### src/rtl/triangle_phase_decoder.sv
// triangle_phase_decoder: recovers the phase counter behind a triangle sample stream and flags lock and slope errors.
// Optional saturating error counter port err_count is built when TRI_DEC_ERRCNT_EN is defined.
module triangle_phase_decoder #(
  parameter int LOCK_LEN = 4
) (
  input  logic       clk,
  input  logic       rst,
  input  logic       sample_valid,
  input  logic [7:0] sample,
  output logic [7:0] phase,
  output logic       phase_valid,
  output logic       locked,
  output logic       slope_err
`ifdef TRI_DEC_ERRCNT_EN
  ,
  output logic [7:0] err_count
`endif
);
  typedef enum logic {HUNT, LOCKED} state_e;
  localparam logic [3:0] LOCK_N = 4'(LOCK_LEN);
  function automatic logic [7:0] tri_f(input logic [7:0] c);
    return c[7] ? 8'd255 - c : c;
  endfunction
  function automatic logic [7:0] pred_f(input logic [7:0] x);
    return tri_f(x + 8'd1);
  endfunction
  state_e     state_q, state_d;
  logic       have_prev_q, have_prev_d;
  logic [3:0] match_cnt_q, match_cnt_d;
  logic [7:0] prev_q, prev_d;
  logic [7:0] cand_q, cand_d;
  logic [7:0] phase_q, phase_d;
  logic       phase_valid_q, phase_valid_d;
  logic       locked_q, locked_d;
  logic       slope_err_q, slope_err_d;
  logic       rule_hit;
  logic [7:0] rule_cand;
  // Seed a candidate from two consecutive samples; samples above 127 never qualify.
  always_comb begin
    rule_hit  = 1'b0;
    rule_cand = 8'd0;
    if (have_prev_q && !sample[7]) begin
      if (sample == prev_q && sample == 8'd127) begin
        rule_hit  = 1'b1;
        rule_cand = 8'd128;
      end else if (sample == prev_q && sample == 8'd0) begin
        rule_hit  = 1'b1;
        rule_cand = 8'd0;
      end else if ({1'b0, sample} == {1'b0, prev_q} + 9'd1) begin
        rule_hit  = 1'b1;
        rule_cand = sample;
      end else if (prev_q != 8'd0 && sample == prev_q - 8'd1) begin
        rule_hit  = 1'b1;
        rule_cand = 8'd255 - sample;
      end
    end
  end
  always_comb begin
    state_d       = state_q;
    have_prev_d   = have_prev_q;
    match_cnt_d   = match_cnt_q;
    prev_d        = prev_q;
    cand_d        = cand_q;
    phase_d       = phase_q;
    locked_d      = locked_q;
    phase_valid_d = 1'b0;
    slope_err_d   = 1'b0;
    if (sample_valid) begin
      if (state_q == HUNT) begin
        if (have_prev_q && match_cnt_q != 4'd0 && sample == pred_f(cand_q)) begin
          cand_d      = cand_q + 8'd1;
          match_cnt_d = match_cnt_q + 4'd1;
        end else begin
          cand_d      = rule_hit ? rule_cand : cand_q;
          match_cnt_d = rule_hit ? 4'd1 : 4'd0;
        end
        prev_d      = sample;
        have_prev_d = 1'b1;
        if (match_cnt_d == LOCK_N) begin
          state_d       = LOCKED;
          phase_d       = cand_d;
          locked_d      = 1'b1;
          phase_valid_d = 1'b1;
        end
      end else if (sample == pred_f(phase_q)) begin
        phase_d       = phase_q + 8'd1;
        phase_valid_d = 1'b1;
      end else begin
        slope_err_d = 1'b1;
        locked_d    = 1'b0;
        state_d     = HUNT;
        match_cnt_d = 4'd0;
        prev_d      = sample;
        have_prev_d = 1'b1;
      end
    end
  end
  always_ff @(posedge clk or negedge rst) begin
    if (!rst) begin
      state_q       <= HUNT;
      have_prev_q   <= 1'b0;
      match_cnt_q   <= 4'd0;
      prev_q        <= 8'd0;
      cand_q        <= 8'd0;
      phase_q       <= 8'd0;
      phase_valid_q <= 1'b0;
      locked_q      <= 1'b0;
      slope_err_q   <= 1'b0;
    end else begin
      state_q       <= state_d;
      have_prev_q   <= have_prev_d;
      match_cnt_q   <= match_cnt_d;
      prev_q        <= prev_d;
      cand_q        <= cand_d;
      phase_q       <= phase_d;
      phase_valid_q <= phase_valid_d;
      locked_q      <= locked_d;
      slope_err_q   <= slope_err_d;
    end
  end
  assign phase       = phase_q;
  assign phase_valid = phase_valid_q;
  assign locked      = locked_q;
  assign slope_err   = slope_err_q;
`ifdef TRI_DEC_ERRCNT_EN
  logic [7:0] err_count_q, err_count_d;
  assign err_count_d = (slope_err_d && err_count_q != 8'd255) ? err_count_q + 8'd1 : err_count_q;
  always_ff @(posedge clk or negedge rst) begin
    if (!rst) err_count_q <= 8'd0;
    else      err_count_q <= err_count_d;
  end
  assign err_count = err_count_q;
`endif
endmodule

### config.mk
export PLATFORM = sky130hd
export DESIGN_NAME = triangle_phase_decoder
export DESIGN_NICKNAME = d
export VERILOG_FILES = /design/src/rtl/triangle_phase_decoder.sv
export SDC_FILE = /design/constraint.sdc
export NUM_CORES = 1
export LEC_CHECK = 0
export CAP_MARGIN = 20
export CELL_PAD_IN_SITES_DETAIL_PLACEMENT = 0
export CELL_PAD_IN_SITES_GLOBAL_PLACEMENT = 1
export CORE_UTILIZATION = 28
export CTS_BUF_LIST = sky130_fd_sc_hd__clkbuf_4 sky130_fd_sc_hd__clkbuf_8 sky130_fd_sc_hd__clkbuf_16
export DETAILED_ROUTE_END_ITERATION = 8
export GPL_TIMING_DRIVEN = 0
export PLACE_DENSITY_LB_ADDON = 0.1
export SYNTH_ARGS = -nofsm -noshare
export SYNTH_HDL_FRONTEND = slang
export SYNTH_SLANG_ARGS = --single-unit
### constraint.sdc
create_clock -name clk -period 7.8 [get_ports clk]
set_clock_uncertainty 0.15 [all_clocks]
set_input_delay 1.95 -clock clk [delete_from_list [all_inputs] [get_ports clk]]
set_output_delay 1.95 -clock clk [all_outputs]
set_load 0.05 [all_outputs]
Word-level counts from Yosys, hierarchy flattened
Cells that the tools add are included.
Cells by class
  reduce and logical (&&, ||, !) cells: 15
  eq/ne operators: 9
  add/sub/neg operators: 8
  muxes and demuxes: 37
  bitwise logic cells: 1
Operators by type and width (number)
  2-to-1 mux 8 bit: 14
  == test 8 bit: 4
  subtractor 8 bit (first input constant): 3
  2-to-1 mux 4 bit: 5
  2-to-1 mux 1 bit: 18
  adder 8 x 1 -> 8 bit (second input constant): 2
  adder 8 x 1 -> 9 bit (second input constant): 1
  == test 8 x 9 -> 1 bit: 1
  == test 8 x 7 -> 1 bit (second input constant): 1
  zero test 8 bit: 1
  nonzero test 8 bit: 1
  subtractor 8 x 1 -> 8 bit (second input constant): 1
  logical AND 1 bit: 6
  AND reduction 3 bit: 2
  adder 4 x 1 -> 4 bit (second input constant): 1
  == test 4 x 3 -> 1 bit (second input constant): 1
  AND reduction 2 bit: 2
  nonzero test 4 bit: 1
  inequality test 2 x 1 -> 1 bit (second input constant): 1
  inequality test 2 bit (second input constant): 1
  nonzero test 2 bit: 1
  zero test 1 bit: 1
  NOT 1 bit: 1
Word-level totals
  logic and storage cells: 79
  output and inout bits: 11
  register bits after elaboration: 33
  bits of input ports: 11

Longest topological paths before layout
  depth after elaboration: 16
  mapped depth: 11

Worst setup path after synthesis
Ideal clock, no wire load.
  path type: in2reg
  from: in sample[2]
  to: reg phase_q[5] (netlist: phase[5])
  stages on the path: 10
  arrival: 4.235 ns
  path buffers: 2
  data required time: 7.519 ns
  setup time: 0.131 ns
  setup slack: 3.284 ns
  cells stage by stage: buf_2 clkinv_1 xnor2_1 nor4_1 and4bb_2 or2_1 buf_2 a32oi_1 mux2_2 or3_1
On the way
  longest elaborated chain between the ends: 14
  elaborated cells between the ends (all ways): 34
  those cells by class: add/sub: 1; eq/ne: 8; mux: 18; reduce/logical: 7
Ends and longest elaborated chain
  start, declared: RTL line 9  | input logic [7:0] sample,
  == test 8 bit: RTL line 52  | end else if (prev_q != 8'd0 && sample == prev_q - 8'd1) begin
  logical AND 1 bit: RTL line 52
  2-to-1 mux 1 bit: RTL line 52
  2-to-1 mux 1 bit: RTL line 49  | end else if ({1'b0, sample} == {1'b0, prev_q} + 9'd1) begin
  2-to-1 mux 1 bit: RTL line 46  | end else if (sample == prev_q && sample == 8'd0) begin
  2-to-1 mux 1 bit: RTL line 43  | if (sample == prev_q && sample == 8'd127) begin
  2-to-1 mux 1 bit: RTL line 42  | if (have_prev_q && !sample[7]) begin
  2-to-1 mux 1 bit: RTL line 75  | match_cnt_d = rule_hit ? 4'd1 : 4'd0;
  2-to-1 mux 4 bit: RTL line 70  | if (have_prev_q && match_cnt_q != 4'd0 && sample == pred_f(cand_q)) begin
  2-to-1 mux 4 bit: RTL line 69  | if (state_q == HUNT) begin
  2-to-1 mux 4 bit: RTL line 68  | if (sample_valid) begin
  == test 4 x 3 -> 1 bit: RTL line 79  | if (match_cnt_d == LOCK_N) begin
  nonzero test 2 bit (no line)
  AND reduction 3 bit (no line)
  end signal, assigned: RTL line 115  | phase_q <= phase_d;
  end, declared: RTL line 32  | logic [7:0] phase_q, phase_d;
Several ways; a longest one is shown, not always the timed one. The select of a mux whose other input is x is not followed.
A chain may end at the register's enable or synchronous reset.

Worst setup path in the final report
  from: in sample[5]
  to: reg phase_q[5] (netlist: phase[5])
The elaborated chain is that of the path after synthesis.

==> flow_summary.yaml <==
outcome:
  status: "finished clean"
timing:
  final-hold-violation-count: 0
  tightest_slew_ns: 0.8475
  period_minus_slack_ns: 5.427
  maxSlewViolCount: 0
  slew_headroom_pct: 43.50
  fin_crit_sh_pct: 69.58
  rsz0062_at_grt: "no"
  fin_tns_setup_ns: 0
  max_clock_freq_mhz: 184.2
  setup_viol: 0
clocking:
  cts_hold_buf: 0
  cts_buffers: 5
  clockRootBuffer: "clkbuf_16"
  numClockSinks: 33
  clock_path_buffers: 2
  path_clk_slew_ns: 0.06
  htree_levels: 2
  clk_latency_ns: 0.28
  cts_tree: "built"
  post_cts_buffers: 0
  cts_resized: 0
yosys:
  ys_top_cells_by_count: "dfrtp_1, nand2_1, o21ai_0"
  synthArstFlopShare_pct: 100.0
  syn_nets: 419
  synth_area_per_cell_um2: 8.161
  yosysWarnings: 0
  seq_area_frac_synth_pct: 25.17
  synth_cell_types: 80
  syn_area_um2: 3281
  netlist.area_leader.share_pct: 25.17
  synth-seq-cells: 33
  netlist_instances: 402
  synth.most_common_cell: "dfrtp_1"
  synth-edff-count: 0
  synth-main-ff-cell: "dfrtp_1"
  yosysTopAreaCell: "dfrtp_1"
  synthTopCellsByArea: "dfrtp_1, xnor2_1, o21ai_0, xor2_1, nand2_1"
flow_run:
  cap_viol_max_count: 0
detailed_routing:
  first_pass_iters: 4
  routed_wl_mm: 10.54
  post_drt_wl_per_cell_um: 18.58
  viasPerCell: 5.420
  vias: 3073
  drtAntennaViolNets: 0
  drtIter0Drc: 179
  drc_errors: 0
floorplan:
  die_x_um: 110.2
  start_util_pct: 28.73
  fp-row-count: 39
  die-area_um2: 12150
  core_um2: 11420
  ios: 22
  die_height_um: 110.2
worst_setup_path:
  worstPathArrival_ns: 5.43
  critPathMaxFanout: 7
  start_kind: "input pin"
  path_class: "in -> reg"
  worst_setup_path_end_kind: "flip-flop"
  required_ns: 7.80
global_routing:
  grt_pass1_wl_mm: 16.68
  grt_remaining_overflow: 0
  grt_pass1_vias: 2904
  antenna_found_initial: 0
  grtUsageTotal_pct: 18.43
  grt_max_degree: 34
cells_and_area:
  layout-drive-gt1-share_pct: 13.44
  final_cells: 567
  fin_nets: 440
  area_delta_synth_final_pct: 14.38
  diodes: 0
placement:
  port_buffers: 14
  gp_congestion: 0.7942
  placed_cells: 559
  hpwl_mm: 7.927
pwr:
  p_leak_nw: 1.478
  pwr_density_cell_nw_per_um2: 152.9
  irDropWorstVdd_mv: 0.07325
min_path:
  hp-class: "reg -> reg"
worst paths after layout:
check | slack (ns) | from | depth (start not counted) | endpoint
worst min-delay path | 0.34 | have_prev_q | 1 | have_prev_q
max in group asynchronous | 5.34 | rst | 1 | cand_q[1]
worst min register to register | 0.34 | have_prev_q | 1 | have_prev_q
min in group asynchronous | 1.63 | rst | 1 | phase[4]
worst max register to register | 4.10 | cand_q[5] | 9 | phase[5]
worst max-delay path | 2.37 | sample[5] | 10 | phase[5]
sequential cells by signal, summed over array words and instances (netlist names):
name,count
cand_q,8
phase,8
prev_q,8
match_cnt_q,4
have_prev_q,1
locked,1
phase_valid,1
slope_err,1
state_q,1
metrics by stage:
stage	setup slack (ns)	hold slack [ns]	total power [W]	util (%)	cell area (µm²)
global route	2.204	0.3584	0.0006075	32.86	3752
floorplan	3.284	0.3001	0.0003199	-	3281
finish	2.373	0.3417	0.0005738	32.86	3752
detailed placement	2.053	0.3270	0.0003628	31.48	3595
CTS	2.318	0.3465	0.0005821	32.86	3752
global placement	2.081	0.3334	0.0003627	31.53	3600
final cells by class:
class | instances | area (µm²)
tap | 143 | 178.9
sequential | 33 | 825.8
inverter | 19 | 71.32
buffer | 30 | 156.4
timing repair buffer | 14 | 135.1
clock inverter | 1 | 5.005
multi-input combinational | 320 | 2227
clock buffer | 7 | 152.6
fill | 1261 | 7666
worst max-delay path, cell delays in order:
cell,delay [ns]
clkdlybuf4s50_1,0.67
xor2_1,0.28
a211oi_1,0.09
a211oi_1,0.48
and4bb_2,0.35
or2_1,0.21
buf_2,0.18
a32oi_1,0.50
mux2_2,0.39
or3_1,0.34
cell families (layout without fill, tap and decap cells):
family	Yosys count	after routing	share of synthesized area, %
AOI/OAI and AO/OA	114	114	26.16
xor gates and xnor gates	38	38	10.37
adders and majority gates	6	6	2.288
buffers and inverters	49	71	6.941
DFF	33	33	25.17
muxes	5	5	1.640
and+or+nand+nor	157	157	27.42
metal layers:
layer | part of all wire (%) | track usage [%] | up-vias
met3 | 2.8 | 2.116 | 8
li1 | - | - | 1527
met4 | 1.1 | 4.323 | 0
met2 | 45 | 29.10 | 46
met5 | 0 | 0 | -
met1 | 51 | 26.65 | 1492
power breakdown:
group          internal (W)  switching, W  total [W]
Sequential         0.000182     0.0000130   0.000195
Clock              0.000135     0.0000771   0.000212
Combinational     0.0000660      0.000101   0.000167
cells in the final DEF, fill, tap and decap left out, types with 3 or more instances in the layout:
master / instances
buf_2: 14
nor3b_1: 4
nand4_1: 12
o21a_1: 3
nor4_1: 5
and2_1: 4
clkdlybuf4s50_1: 13
clkbuf_16: 5
a221oi_1: 3
o211ai_1: 4
clkbuf_1: 9
nor3_1: 12
o31a_1: 3
nand3_1: 15
xnor2_1: 22
a31oi_1: 4
dfrtp_1: 33
nand2_1: 32
nand2b_1: 8
nor2b_1: 6
nor2_1: 19
and3b_1: 4
o21ai_0: 30
a211oi_1: 3
ha_1: 6
and3_1: 12
or3_1: 6
inv_1: 18
a21oi_2: 3
a21oi_1: 14
buf_4: 7
xor2_1: 15
a22o_1: 4
o2111ai_1: 5
Note: power is estimated with default switching activity, not from simulation.
